$ cat config.mk
export PLATFORM = sky130hd
export DESIGN_NAME = can_rx_frame_decoder_flat
export DESIGN_NICKNAME = d
export VERILOG_FILES = /design/src/rtl/can_rx_frame_decoder_if.sv /design/src/rtl/can_rx_frame_decoder.sv /design/src/flat_wrapper.sv
export SDC_FILE = /design/constraint.sdc
export NUM_CORES = 1
export LEC_CHECK = 0
export ABC_AREA = 1
export ABC_CLOCK_PERIOD_IN_PS = 4300
export BUFFER_PORTS_ARGS = -buffer_cell sky130_fd_sc_hd__buf_2
export CORE_MARGIN = 3
export CORE_UTILIZATION = 64
export DETAILED_ROUTE_END_ITERATION = 10
export GPL_ROUTABILITY_DRIVEN = 0
export PLACE_DENSITY = 0.85
export SLEW_MARGIN = 30
export SYNTH_ARGS = -nofsm -noshare
export SYNTH_HDL_FRONTEND = slang
export SYNTH_SLANG_ARGS = --single-unit
$ cat constraint.sdc
create_clock -name clk -period 4.3 [get_ports clk]
set_clock_uncertainty 0.2 [all_clocks]
set_input_delay 0.645 -clock clk [delete_from_list [all_inputs] [get_ports clk]]
set_output_delay 0.645 -clock clk [all_outputs]
set_load 0.1 [all_outputs]
$ cat src/rtl/can_rx_frame_decoder_if.sv
// Sampled-bit input and decoded-frame output bundle of the CAN receive frame decoder.
interface can_rx_frame_decoder_if;
  logic        sample_point;
  logic        rx_bit;
  logic        abort;
  logic        rx_busy;
  logic        ack_req;
  logic        rx_valid;
  logic        rx_ide;
  logic        rx_rtr;
  logic [10:0] rx_id_std;
  logic [17:0] rx_id_ext;
  logic [3:0]  rx_dlc;
  logic [63:0] rx_data;
  logic [14:0] rx_crc;
  logic        err_pulse;
  logic [1:0]  err_code;

  modport master (
    output sample_point, rx_bit, abort,
    input  rx_busy, ack_req, rx_valid, rx_ide, rx_rtr, rx_id_std, rx_id_ext,
           rx_dlc, rx_data, rx_crc, err_pulse, err_code
  );

  modport slave (
    input  sample_point, rx_bit, abort,
    output rx_busy, ack_req, rx_valid, rx_ide, rx_rtr, rx_id_std, rx_id_ext,
           rx_dlc, rx_data, rx_crc, err_pulse, err_code
  );
endinterface

$ cat src/rtl/can_rx_frame_decoder.sv
// CAN receive frame decoder: destuffs the sampled bit stream, parses std/ext frames,
// checks CRC-15, requests the ACK slot and reports stuff/form/CRC errors.
module can_rx_frame_decoder #(
  parameter logic [14:0] CRC_POLY  = 15'h4599,
  parameter int unsigned IDLE_BITS = 11
) (
  input logic                   clk,
  input logic                   rst_n,
  can_rx_frame_decoder_if.slave bus
);
  typedef enum logic [3:0] {
    S_IDLE, S_ID_STD, S_RTR_SRR, S_IDE, S_ID_EXT, S_RTR, S_R1, S_R0,
    S_DLC, S_DATA, S_CRC, S_CRC_DLM, S_ACK_SLOT, S_ACK_DLM, S_EOF, S_WAIT_IDLE
  } state_t;

  localparam logic [1:0] ERR_STUFF = 2'b01;
  localparam logic [1:0] ERR_FORM  = 2'b10;
  localparam logic [1:0] ERR_CRC   = 2'b11;
  localparam logic [3:0] IDLE_LAST = 4'(IDLE_BITS - 1);

  function automatic logic [14:0] crc15_step(input logic [14:0] crc, input logic din);
    logic nxt;
    nxt = din ^ crc[14];
    crc15_step = {crc[13:0], 1'b0} ^ (nxt ? CRC_POLY : 15'h0000);
  endfunction

  state_t      state_r;
  logic        stuff_lvl_r;
  logic [2:0]  stuff_cnt_r;
  logic [6:0]  bit_cnt_r;
  logic [6:0]  data_bits_r;
  logic [3:0]  idle_cnt_r;
  logic [10:0] id_std_r;
  logic [17:0] id_ext_r;
  logic        rtr_r;
  logic        ide_r;
  logic [3:0]  dlc_r;
  logic [63:0] data_r;
  logic [14:0] crc_rx_r;
  logic [14:0] crc_calc_r;

  logic        in_window_s;
  logic        crc_window_s;
  logic        stuff_slot_s;
  logic [3:0]  dlc_nxt_s;
  logic [6:0]  nbits_s;
  logic [5:0]  data_idx_s;
  logic        err_det_s;
  logic [1:0]  err_code_s;

  assign in_window_s  = state_r inside {S_ID_STD, S_RTR_SRR, S_IDE, S_ID_EXT, S_RTR, S_R1,
                                        S_R0, S_DLC, S_DATA, S_CRC};
  assign crc_window_s = in_window_s && (state_r != S_CRC);
  // The sample after the last CRC bit can still be a stuff bit, hence CRC_DLM here.
  assign stuff_slot_s = (in_window_s || (state_r == S_CRC_DLM)) && (stuff_cnt_r == 3'd5);
  assign dlc_nxt_s    = {dlc_r[2:0], bus.rx_bit};
  assign nbits_s      = rtr_r ? 7'd0 : {(dlc_nxt_s[3] ? 4'd8 : {1'b0, dlc_nxt_s[2:0]}), 3'b000};
  assign data_idx_s   = {bit_cnt_r[5:3], ~bit_cnt_r[2:0]};

  // Error detection for the current sample.
  always_comb begin
    err_det_s  = 1'b0;
    err_code_s = 2'b00;
    if (bus.sample_point && !bus.abort) begin
      if (stuff_slot_s) begin
        if (bus.rx_bit == stuff_lvl_r) begin
          err_det_s  = 1'b1;
          err_code_s = ERR_STUFF;
        end else begin
          err_det_s  = 1'b0;
        end
      end else begin
        case (state_r)
          S_CRC_DLM: begin
            if (!bus.rx_bit) begin
              err_det_s  = 1'b1;
              err_code_s = ERR_FORM;
            end else if (crc_rx_r != crc_calc_r) begin
              err_det_s  = 1'b1;
              err_code_s = ERR_CRC;
            end else begin
              err_det_s  = 1'b0;
            end
          end
          S_ACK_DLM: begin
            err_det_s  = !bus.rx_bit;
            err_code_s = ERR_FORM;
          end
          S_EOF: begin
            err_det_s  = !bus.rx_bit && (bit_cnt_r != 7'd6);
            err_code_s = ERR_FORM;
          end
          default: begin
            err_det_s  = 1'b0;
            err_code_s = 2'b00;
          end
        endcase
      end
    end else begin
      err_det_s = 1'b0;
    end
  end

  // Frame FSM, destuffing, CRC accumulation and registered outputs.
  always_ff @(posedge clk or negedge rst_n) begin
    if (!rst_n) begin
      state_r       <= S_IDLE;
      stuff_lvl_r   <= 1'b0;
      stuff_cnt_r   <= 3'd0;
      bit_cnt_r     <= 7'd0;
      data_bits_r   <= 7'd0;
      idle_cnt_r    <= 4'd0;
      id_std_r      <= 11'd0;
      id_ext_r      <= 18'd0;
      rtr_r         <= 1'b0;
      ide_r         <= 1'b0;
      dlc_r         <= 4'd0;
      data_r        <= 64'd0;
      crc_rx_r      <= 15'd0;
      crc_calc_r    <= 15'd0;
      bus.rx_busy   <= 1'b0;
      bus.ack_req   <= 1'b0;
      bus.rx_valid  <= 1'b0;
      bus.rx_ide    <= 1'b0;
      bus.rx_rtr    <= 1'b0;
      bus.rx_id_std <= 11'd0;
      bus.rx_id_ext <= 18'd0;
      bus.rx_dlc    <= 4'd0;
      bus.rx_data   <= 64'd0;
      bus.rx_crc    <= 15'd0;
      bus.err_pulse <= 1'b0;
      bus.err_code  <= 2'b00;
    end else begin
      bus.rx_valid  <= 1'b0;
      bus.err_pulse <= 1'b0;
      if (bus.abort) begin
        state_r     <= S_WAIT_IDLE;
        idle_cnt_r  <= 4'd0;
        bus.rx_busy <= 1'b0;
        bus.ack_req <= 1'b0;
      end else if (err_det_s) begin
        state_r       <= S_WAIT_IDLE;
        idle_cnt_r    <= 4'd0;
        bus.rx_busy   <= 1'b0;
        bus.ack_req   <= 1'b0;
        bus.err_pulse <= 1'b1;
        bus.err_code  <= err_code_s;
      end else if (bus.sample_point) begin
        if (stuff_slot_s) begin
          stuff_lvl_r <= bus.rx_bit;
          stuff_cnt_r <= 3'd1;
        end else begin
          if (in_window_s) begin
            if (bus.rx_bit == stuff_lvl_r) begin
              stuff_cnt_r <= stuff_cnt_r + 3'd1;
            end else begin
              stuff_lvl_r <= bus.rx_bit;
              stuff_cnt_r <= 3'd1;
            end
          end
          if (crc_window_s) begin
            crc_calc_r <= crc15_step(crc_calc_r, bus.rx_bit);
          end
          case (state_r)
            S_IDLE: begin
              if (!bus.rx_bit) begin
                state_r     <= S_ID_STD;
                stuff_lvl_r <= 1'b0;
                stuff_cnt_r <= 3'd1;
                crc_calc_r  <= 15'd0;
                bit_cnt_r   <= 7'd0;
                id_ext_r    <= 18'd0;
                data_r      <= 64'd0;
                bus.rx_busy <= 1'b1;
              end
            end
            S_ID_STD: begin
              id_std_r  <= {id_std_r[9:0], bus.rx_bit};
              bit_cnt_r <= (bit_cnt_r == 7'd10) ? 7'd0 : bit_cnt_r + 7'd1;
              if (bit_cnt_r == 7'd10) state_r <= S_RTR_SRR;
            end
            S_RTR_SRR: begin
              rtr_r   <= bus.rx_bit;
              state_r <= S_IDE;
            end
            S_IDE: begin
              ide_r     <= bus.rx_bit;
              bit_cnt_r <= 7'd0;
              state_r   <= bus.rx_bit ? S_ID_EXT : S_R0;
            end
            S_ID_EXT: begin
              id_ext_r  <= {id_ext_r[16:0], bus.rx_bit};
              bit_cnt_r <= (bit_cnt_r == 7'd17) ? 7'd0 : bit_cnt_r + 7'd1;
              if (bit_cnt_r == 7'd17) state_r <= S_RTR;
            end
            S_RTR: begin
              rtr_r   <= bus.rx_bit;
              state_r <= S_R1;
            end
            S_R1: state_r <= S_R0;
            S_R0: begin
              bit_cnt_r <= 7'd0;
              state_r   <= S_DLC;
            end
            S_DLC: begin
              dlc_r     <= dlc_nxt_s;
              bit_cnt_r <= (bit_cnt_r == 7'd3) ? 7'd0 : bit_cnt_r + 7'd1;
              if (bit_cnt_r == 7'd3) begin
                data_bits_r <= nbits_s;
                state_r     <= (nbits_s == 7'd0) ? S_CRC : S_DATA;
              end
            end
            S_DATA: begin
              data_r[data_idx_s] <= bus.rx_bit;
              bit_cnt_r <= (bit_cnt_r == data_bits_r - 7'd1) ? 7'd0 : bit_cnt_r + 7'd1;
              if (bit_cnt_r == data_bits_r - 7'd1) state_r <= S_CRC;
            end
            S_CRC: begin
              crc_rx_r  <= {crc_rx_r[13:0], bus.rx_bit};
              bit_cnt_r <= (bit_cnt_r == 7'd14) ? 7'd0 : bit_cnt_r + 7'd1;
              if (bit_cnt_r == 7'd14) state_r <= S_CRC_DLM;
            end
            S_CRC_DLM: begin
              bus.ack_req <= 1'b1;
              state_r     <= S_ACK_SLOT;
            end
            S_ACK_SLOT: begin
              bus.ack_req <= 1'b0;
              state_r     <= S_ACK_DLM;
            end
            S_ACK_DLM: begin
              bit_cnt_r <= 7'd0;
              state_r   <= S_EOF;
            end
            S_EOF: begin
              bit_cnt_r <= bit_cnt_r + 7'd1;
              if (bit_cnt_r == 7'd6) begin
                state_r       <= S_IDLE;
                bus.rx_busy   <= 1'b0;
                bus.rx_valid  <= 1'b1;
                bus.rx_ide    <= ide_r;
                bus.rx_rtr    <= rtr_r;
                bus.rx_id_std <= id_std_r;
                bus.rx_id_ext <= id_ext_r;
                bus.rx_dlc    <= dlc_r;
                bus.rx_data   <= data_r;
                bus.rx_crc    <= crc_rx_r;
              end
            end
            S_WAIT_IDLE: begin
              if (!bus.rx_bit) begin
                idle_cnt_r <= 4'd0;
              end else if (idle_cnt_r == IDLE_LAST) begin
                state_r <= S_IDLE;
              end else begin
                idle_cnt_r <= idle_cnt_r + 4'd1;
              end
            end
            default: state_r <= S_WAIT_IDLE;
          endcase
        end
      end
    end
  end
endmodule

$ cat src/flat_wrapper.sv
// flat-port wrapper written by rule: the top's interface ports become plain ports
module can_rx_frame_decoder_flat 
#(
  parameter logic [14:0] CRC_POLY  = 15'h4599,
  parameter int unsigned IDLE_BITS = 11
)
  (clk, rst_n, bus_sample_point, bus_rx_bit, bus_abort, bus_rx_busy, bus_ack_req, bus_rx_valid, bus_rx_ide, bus_rx_rtr, bus_rx_id_std, bus_rx_id_ext, bus_rx_dlc, bus_rx_data, bus_rx_crc, bus_err_pulse, bus_err_code);
  can_rx_frame_decoder_if bus_i ();
  input logic clk;
  input logic rst_n;
  input wire logic [$bits(bus_i.sample_point)-1:0] bus_sample_point;
  input wire logic [$bits(bus_i.rx_bit)-1:0] bus_rx_bit;
  input wire logic [$bits(bus_i.abort)-1:0] bus_abort;
  output wire logic [$bits(bus_i.rx_busy)-1:0] bus_rx_busy;
  output wire logic [$bits(bus_i.ack_req)-1:0] bus_ack_req;
  output wire logic [$bits(bus_i.rx_valid)-1:0] bus_rx_valid;
  output wire logic [$bits(bus_i.rx_ide)-1:0] bus_rx_ide;
  output wire logic [$bits(bus_i.rx_rtr)-1:0] bus_rx_rtr;
  output wire logic [$bits(bus_i.rx_id_std)-1:0] bus_rx_id_std;
  output wire logic [$bits(bus_i.rx_id_ext)-1:0] bus_rx_id_ext;
  output wire logic [$bits(bus_i.rx_dlc)-1:0] bus_rx_dlc;
  output wire logic [$bits(bus_i.rx_data)-1:0] bus_rx_data;
  output wire logic [$bits(bus_i.rx_crc)-1:0] bus_rx_crc;
  output wire logic [$bits(bus_i.err_pulse)-1:0] bus_err_pulse;
  output wire logic [$bits(bus_i.err_code)-1:0] bus_err_code;
  assign bus_i.sample_point = bus_sample_point;
  assign bus_i.rx_bit = bus_rx_bit;
  assign bus_i.abort = bus_abort;
  assign bus_rx_busy = bus_i.rx_busy;
  assign bus_ack_req = bus_i.ack_req;
  assign bus_rx_valid = bus_i.rx_valid;
  assign bus_rx_ide = bus_i.rx_ide;
  assign bus_rx_rtr = bus_i.rx_rtr;
  assign bus_rx_id_std = bus_i.rx_id_std;
  assign bus_rx_id_ext = bus_i.rx_id_ext;
  assign bus_rx_dlc = bus_i.rx_dlc;
  assign bus_rx_data = bus_i.rx_data;
  assign bus_rx_crc = bus_i.rx_crc;
  assign bus_err_pulse = bus_i.err_pulse;
  assign bus_err_code = bus_i.err_code;
  can_rx_frame_decoder #(.CRC_POLY(CRC_POLY), .IDLE_BITS(IDLE_BITS)) u_core (.clk(clk), .rst_n(rst_n), .bus(bus_i));
endmodule
# --- Word level (Yosys, flattened, before mapping) ---
# Index checks and enable logic that the tools add are counted.
classes:
  n_eq_ne: 39
  n_mul: 0
  magnitude_cmp: 2
  bitwise_logic: 6
  reduce_logical: 38
  add_sub_neg: 4
  mux: 85
  shift: 0
  div_mod_pow: 0
op_table:
  columns: ["op", "n"]
  rows:
  - ["64-bit one-hot mux with 2 select lines", 1]
  - ["4-bit two-way mux", 21]
  - ["64-bit bitwise mux", 1]
  - ["64-bit two-way mux", 1]
  - ["4-bit one-hot mux with 16 select lines", 1]
  - ["15-bit two-way mux", 4]
  - ["7-bit one-hot mux with 8 select lines", 1]
  - ["7-bit two-way mux", 7]
  - ["4-bit == test (second input constant)", 9]
  - ["18-bit one-hot mux with 2 select lines", 1]
  - ["4-bit by 3-bit inequality test with 1-bit output (second input constant)", 8]
  - ["1-bit two-way mux", 30]
  - ["5-bit AND reduction", 6]
  - ["6-bit AND reduction", 5]
  - ["18-bit two-way mux", 1]
  - ["4-bit by 3-bit == test with 1-bit output (second input constant)", 4]
  - ["3-bit two-way mux", 5]
  - ["15-bit inequality test", 1]
  - ["15-bit bitwise XOR", 1]
  - ["7-bit by 4-bit == test with 1-bit output (second input constant)", 2]
  - ["2-bit two-way mux", 6]
  - ["11-bit AND reduction", 1]
  - ["10-bit nonzero test", 1]
  - ["4-bit by 2-bit == test with 1-bit output (second input constant)", 2]
  - ["39 further kinds", 54]
totals:
  rom_bits: 0
  elab_cells: 200
  ff_bits: 275
  ramBits: 0
  memories: 0
  latchBits: 0
  output_inout_bits: 120

# --- Depth between registers and ports, before layout ---
logic_depth:
  ltp_word: 10
  depth_mapped: 16
  ltp_nobuf: 15

# --- Worst setup path after synthesis ---
# Ideal clock, no wire load.
synth_path:
  path_type: "register to register"
  startpoint: "reg u_core.bit_cnt_r[0]"
  endpoint: "reg u_core.bus.rx_data[0] in the netlist's numbering"
  required_ns: 3.980
  setup_ns: 0.120
  path_stages_with_launch: 16
  t_arrival_ns: 2.004
  setup_slack_ns: 1.977
  path_cell_list: "dfrtp_1 inv_1 ha_1 inv_1 nor2_2 nand3_1 nand2_2 nand2_2 nand2_4 nand4_4 inv_4 nand2_4 buf_4 buf_2 nand2_1 nand2_1"
synth_between:
  elab_chain_len: 7
  elab_cells_between_ends: 8
synth_rtl:
  columns: ["item", "line", "text"]
  rows:
  - ["from (decl)", "can_rx_frame_decoder.sv:30", "logic [6:0] bit_cnt_r;"]
  - ["from (signal assigned)", "can_rx_frame_decoder.sv:179", "bit_cnt_r <= (bit_cnt_r == 7'd10) ? 7'd0 : bit_cnt_r + 7'd1;"]
  - ["from (signal assigned)", "can_rx_frame_decoder.sv:193", "bit_cnt_r <= (bit_cnt_r == 7'd17) ? 7'd0 : bit_cnt_r + 7'd1;"]
  - ["from (signal assigned)", "can_rx_frame_decoder.sv:207", "bit_cnt_r <= (bit_cnt_r == 7'd3) ? 7'd0 : bit_cnt_r + 7'd1;"]
  - ["7-bit by 3-bit inequality test with 1-bit output", "can_rx_frame_decoder.sv:90", "err_det_s = !bus.rx_bit && (bit_cnt_r != 7'd6);"]
  - ["1-bit logical AND", "can_rx_frame_decoder.sv:90", null]
  - ["1-bit one-hot mux with 3 select lines", "can_rx_frame_decoder.sv:73", "case (state_r)"]
  - ["1-bit two-way mux", "can_rx_frame_decoder.sv:65", "if (stuff_slot_s) begin"]
  - ["1-bit two-way mux", "can_rx_frame_decoder.sv:64", "if (bus.sample_point && !bus.abort) begin"]
  - ["1-bit NOT (no source line)", null, null]
  - ["6-bit AND reduction (no source line) *", null, null]
  - ["to (signal assigned)", "can_rx_frame_decoder.sv:246", "bus.rx_data <= data_r;"]
  - ["to (decl)", "can_rx_frame_decoder_if.sv:28", "rx_dlc, rx_data, rx_crc, err_pulse, err_code"]
# Every way passes the cells marked *; elsewhere a longest branch is shown, timed or not.
# A chain may end at the register's enable or synchronous reset.

# --- Worst setup path after layout ---
layout_path:
  startpoint: "reg u_core.bit_cnt_r[0]"
  endpoint: "reg u_core.data_r[11]"
layout_between:
  elab_chain_len: 7
  elab_cells_between_ends: 15
layout_rtl:
  columns: ["item", "line", "text"]
  rows:
  - ["3-bit NOT or 7-bit by 3-bit inequality test with 1-bit output (tied branches)", "can_rx_frame_decoder.sv:58, can_rx_frame_decoder.sv:90", null]
  - ["6-bit by 7-bit < comparator with 1-bit output (not written as such), or another cell as far along", "can_rx_frame_decoder.sv:214", "data_r[data_idx_s] <= bus.rx_bit;"]
  - ["1-bit logical AND (not written as such) or 1-bit one-hot mux with 3 select lines (tied branches)", "can_rx_frame_decoder.sv:214, can_rx_frame_decoder.sv:73", null]
  - ["1-bit two-way mux (on tied branches)", "can_rx_frame_decoder.sv:214, can_rx_frame_decoder.sv:65", null]
  - ["1-bit demux with 6-bit select or 1-bit two-way mux (tied branches)", null, null]
  - ["64-bit bitwise mux or 1-bit NOT (tied branches)", null, null]
  - ["64-bit one-hot mux with 2 select lines or 6-bit AND reduction (tied branches)", null, null]
  - ["to (signal, indexed assignment)", "can_rx_frame_decoder.sv:214", null]
  - ["to (decl)", "can_rx_frame_decoder.sv:38", "logic [63:0] data_r;"]
# Several ways; a longest one is shown, not always the timed one.

==> impl_metrics.ini <==
[status]
run_status = completed

[worst_setup_path]
cp_slowest_stage_delay_ns = 0.83
timing.critical_path.max_delay_family = simple AND/OR/NAND/NOR gates
critPathKind = flop to flop
setup.worst_path.start_class = flop
path_buf_inv = 3
r2r_slack_ns = 0.84
worst_ep_required_time_ns = 4.51
sequence_of_cells_on_the_critical_path = inv_1 -> ha_1 -> inv_1 -> nor2_2 -> nand3_1 -> nand2_2 -> nand2_2 -> nand2_4 -> nand4_4 -> nor2_4 -> buf_4 -> o21ai_0 -> nand2_1 -> nand2_1
worstSetupEndpointType = flop
worst-endpoint-arrival_ns = 3.67
worst-path-max-fanout = 43
cp_slowest_cell = sky130_fd_sc_hd__nor2_4

[synthesis]
netlist_top_cells_area = sky130_fd_sc_hd__dfrtp_1 53%, sky130_fd_sc_hd__nand2_1 18%, sky130_fd_sc_hd__o21ai_0 6.3%
yosysSeqAreaShare_pct = 53.2
synth_largest_type_area_fraction_pct = 53.2
synth_warnings = 0
number_of_distinct_library_cells_after_synthesis = 41
async_flop_share_pct = 100
synth_top_area_cell = sky130_fd_sc_hd__dfrtp_1
dominantRegCellSynth = sky130_fd_sc_hd__dfrtp_1
synthesis.area_per_instance_um2 = 8.07
synth_nets = 1600
ys_ff_latch = 272
synth_edf_count = 0
synth_area_um2 = 12800
post_synth_inst_count = 1587

[timing]
worst_hold_slack_ns = 0.272
slew_viol_final = 0
fin_tns_setup_ns = 0
timing.final.crit_period_ns = 3.46
achievable-frequency_mhz = 289
worstMarginPinSlew_ns = 0.959
timing.slew.headroom_pct = 35.9
hold_violations = 0
setup_viol = 0
grt_setup_unrepaired = false
final_min_period_over_clock_period_pct = 80.4

[layout]
finalInstanceArea_um2 = 14400
finish.utilization_pct = 73.9
layout-drive-gt1-share_pct = 15.2
area_overhead_vs_synth_pct = 12.7
n_fill_cell = 1420
nets = 1694
diodes = 0

[power]
power.leakage_uw = 0.00777
max_ir_drop_vdd_mv = 0.571
p_total_uw = 7120
pwr_density_cell_nw_per_um2 = 493

[clock_tree]
clock_tree.buffer_depth = 3
clk-insertion-delay-late_ns = 0.53
h-tree-depth = 1
tritoncts_num_sinks = 272
clock-root-buffer = sky130_fd_sc_hd__clkbuf_16
cts_hold_repair.buffers = 0
clock_tree_from_tritoncts = built
post-cts-setup-buffer-count = 0
clock_pin_slew_on_the_worst_setup_and_hold_paths_ns = 0.07
number_of_clock_buffers_inserted_by_tritoncts = 27
cts_resized = 0

[grt]
grt_max_degree = 131
vias_in_the_first_global_route = 10200
use_met3_pct = 3.99
grt.overflow.total = 0
antenna_found_initial = 0
met2_usage_pct = 44.1
first_pass_grt_wire_length_um = 49000
met1_grt_util_pct = 38.0
grt-busiest-layer = met2
grt.total_usage_pct = 26.9

[floorplan]
core_area_um2 = 19500
top_level_i_o_count = 125
die-area_um2 = 21700
height_of_the_chip_um = 147
floorplan.initialDensity_pct = 65.6
rows = 51
die_x_um = 147

[placement]
buffer_ports.inserted = 124
detailed_place.area_um2 = 13500
dp_hpwl_um = 18600

[drt]
drtPass1Iterations = 6
totalWireLength_um = 29100
ant_nets = 0
num_vias = 10800
drc = 0
via_per_inst = 5.48
detail_routed_net_length_per_standard_cell_um = 14.8
first_iter_violations = 1003

[hold_path]
min_path_type = flop to flop

[job]
cap_violations = 0
## sequential cells by signal (all words and copies together), names as in the netlist, 4 cells and up
name	flops
u_core.bit_cnt_r	7
u_core.bus.rx_crc	15
u_core.bus.rx_data	64
u_core.bus.rx_dlc	4
u_core.bus.rx_id_ext	18
u_core.bus.rx_id_std	11
u_core.crc_calc_r	15
u_core.crc_rx_r	15
u_core.data_bits_r	4
u_core.data_r	64
u_core.dlc_r	4
u_core.id_ext_r	18
u_core.id_std_r	11
u_core.idle_cnt_r	4
u_core.state_r	4
## synth_stat cells, types with 3 or more instances
cell type	n
sky130_fd_sc_hd__nand2_1	619
sky130_fd_sc_hd__dfrtp_1	272
sky130_fd_sc_hd__o21ai_0	160
sky130_fd_sc_hd__nor2_1	130
sky130_fd_sc_hd__inv_1	91
sky130_fd_sc_hd__nand3_1	91
sky130_fd_sc_hd__buf_2	36
sky130_fd_sc_hd__o21ai_2	25
sky130_fd_sc_hd__nor3_1	23
sky130_fd_sc_hd__clkbuf_1	16
sky130_fd_sc_hd__inv_2	12
sky130_fd_sc_hd__a21oi_1	11
sky130_fd_sc_hd__buf_6	11
sky130_fd_sc_hd__nand3_2	10
sky130_fd_sc_hd__xor2_1	9
sky130_fd_sc_hd__buf_4	8
sky130_fd_sc_hd__ha_1	8
sky130_fd_sc_hd__nand2_4	5
sky130_fd_sc_hd__nor2_2	5
sky130_fd_sc_hd__xnor2_1	5
sky130_fd_sc_hd__nand2_2	4
sky130_fd_sc_hd__nor2_4	4
sky130_fd_sc_hd__buf_1	3
sky130_fd_sc_hd__nand4_1	3
## final cells by class
cell class | count | area, um2 | share of cell area (%)
sequential | 272 | 6810 | 47.2
timing repair buffer | 140 | 811 | 5.62
clock buffer | 29 | 703 | 4.87
inverter | 108 | 412 | 2.85
multi-input combinational | 1132 | 5140 | 35.6
tap | 265 | 332 | 2.30
clock inverter | 20 | 226 | 1.57
## stage by stage
| stage | std cells | worst slack [ns] |
|---|---|---|
| 6_report | 1966 | 0.843 |
| 2_1_floorplan | 1587 | 1.98 |
| 5_1_grt | 1966 | 0.569 |
| 4_1_cts | 1964 | 0.865 |
| 3_5_place_dp | 1915 | 0.909 |
| 3_3_place_gp | 1915 | 1.09 |
## metal layers
layer	part of all wire (%)	up-vias
met5	0	-
met4	2.2	0
met3	6.8	59
met2	48	394
met1	43	5115
li1	-	5209
## cells in the final DEF, fill, tap and decap left out, types with 3 or more instances in the layout
cell type / instances
sky130_fd_sc_hd__nand2_1: 619
sky130_fd_sc_hd__dfrtp_1: 272
sky130_fd_sc_hd__o21ai_0: 160
sky130_fd_sc_hd__nor2_1: 130
sky130_fd_sc_hd__buf_2: 123
sky130_fd_sc_hd__inv_1: 91
sky130_fd_sc_hd__nand3_1: 91
sky130_fd_sc_hd__clkbuf_16: 27
sky130_fd_sc_hd__o21ai_2: 25
sky130_fd_sc_hd__nor3_1: 23
sky130_fd_sc_hd__inv_2: 12
sky130_fd_sc_hd__clkinv_2: 11
sky130_fd_sc_hd__a21oi_1: 11
sky130_fd_sc_hd__buf_4: 11
sky130_fd_sc_hd__nand3_2: 10
sky130_fd_sc_hd__xor2_1: 9
sky130_fd_sc_hd__ha_1: 8
sky130_fd_sc_hd__nor2_4: 6
sky130_fd_sc_hd__xnor2_1: 5
sky130_fd_sc_hd__nand2_4: 5
sky130_fd_sc_hd__nand2_2: 4
sky130_fd_sc_hd__bufinv_16: 4
sky130_fd_sc_hd__nor2_2: 3
sky130_fd_sc_hd__nand4_1: 3
sky130_fd_sc_hd__clkinvlp_4: 3
sky130_fd_sc_hd__buf_12: 3
## kinds of logic after synthesis
| family | share of synthesized area (%) |
|---|---|
| DFF | 53.2 |
| xor gates and xnor gates | 0.958 |
| buffers and inverters | 6.74 |
| adders and majority gates | 0.782 |
| and+or+nand+nor | 29.2 |
| AOI/OAI and AO/OA | 9.14 |
## power breakdown
| part | switching, uW | internal [uW] |
|---|---|---|
| combinational | 1160 | 473 |
| clock | 1010 | 1430 |
| sequential | 258 | 2790 |
| total | 2430 | 4690 |
## worst min-delay path: stages, from the launching register on
cell	delay [ns]
sky130_fd_sc_hd__dfrtp_1	0.34
sky130_fd_sc_hd__nand2_1	0.05
sky130_fd_sc_hd__nand2_1	0.05
## final timing paths
check / cells past startpoint / end / start
setup / recovery: 14 / u_core.data_r[11]$_DFFE_PN0P_ / u_core.bit_cnt_r[0]$_DFFE_PN0P_
hold / removal: 2 / u_core.bus.rx_id_ext[8]$_DFFE_PN0P_ / u_core.bus.rx_id_ext[8]$_DFFE_PN0P_
setup reg to reg: 14 / u_core.data_r[11]$_DFFE_PN0P_ / u_core.bit_cnt_r[0]$_DFFE_PN0P_
hold reg to reg: 2 / u_core.bus.rx_id_ext[8]$_DFFE_PN0P_ / u_core.bus.rx_id_ext[8]$_DFFE_PN0P_
max in group asynchronous: 3 / u_core.state_r[0]$_DFFE_PN0P_ / rst_n
min in group asynchronous: 2 / u_core.bus.rx_id_ext[9]$_DFFE_PN0P_ / rst_n
(Power assumes the default switching activity.)
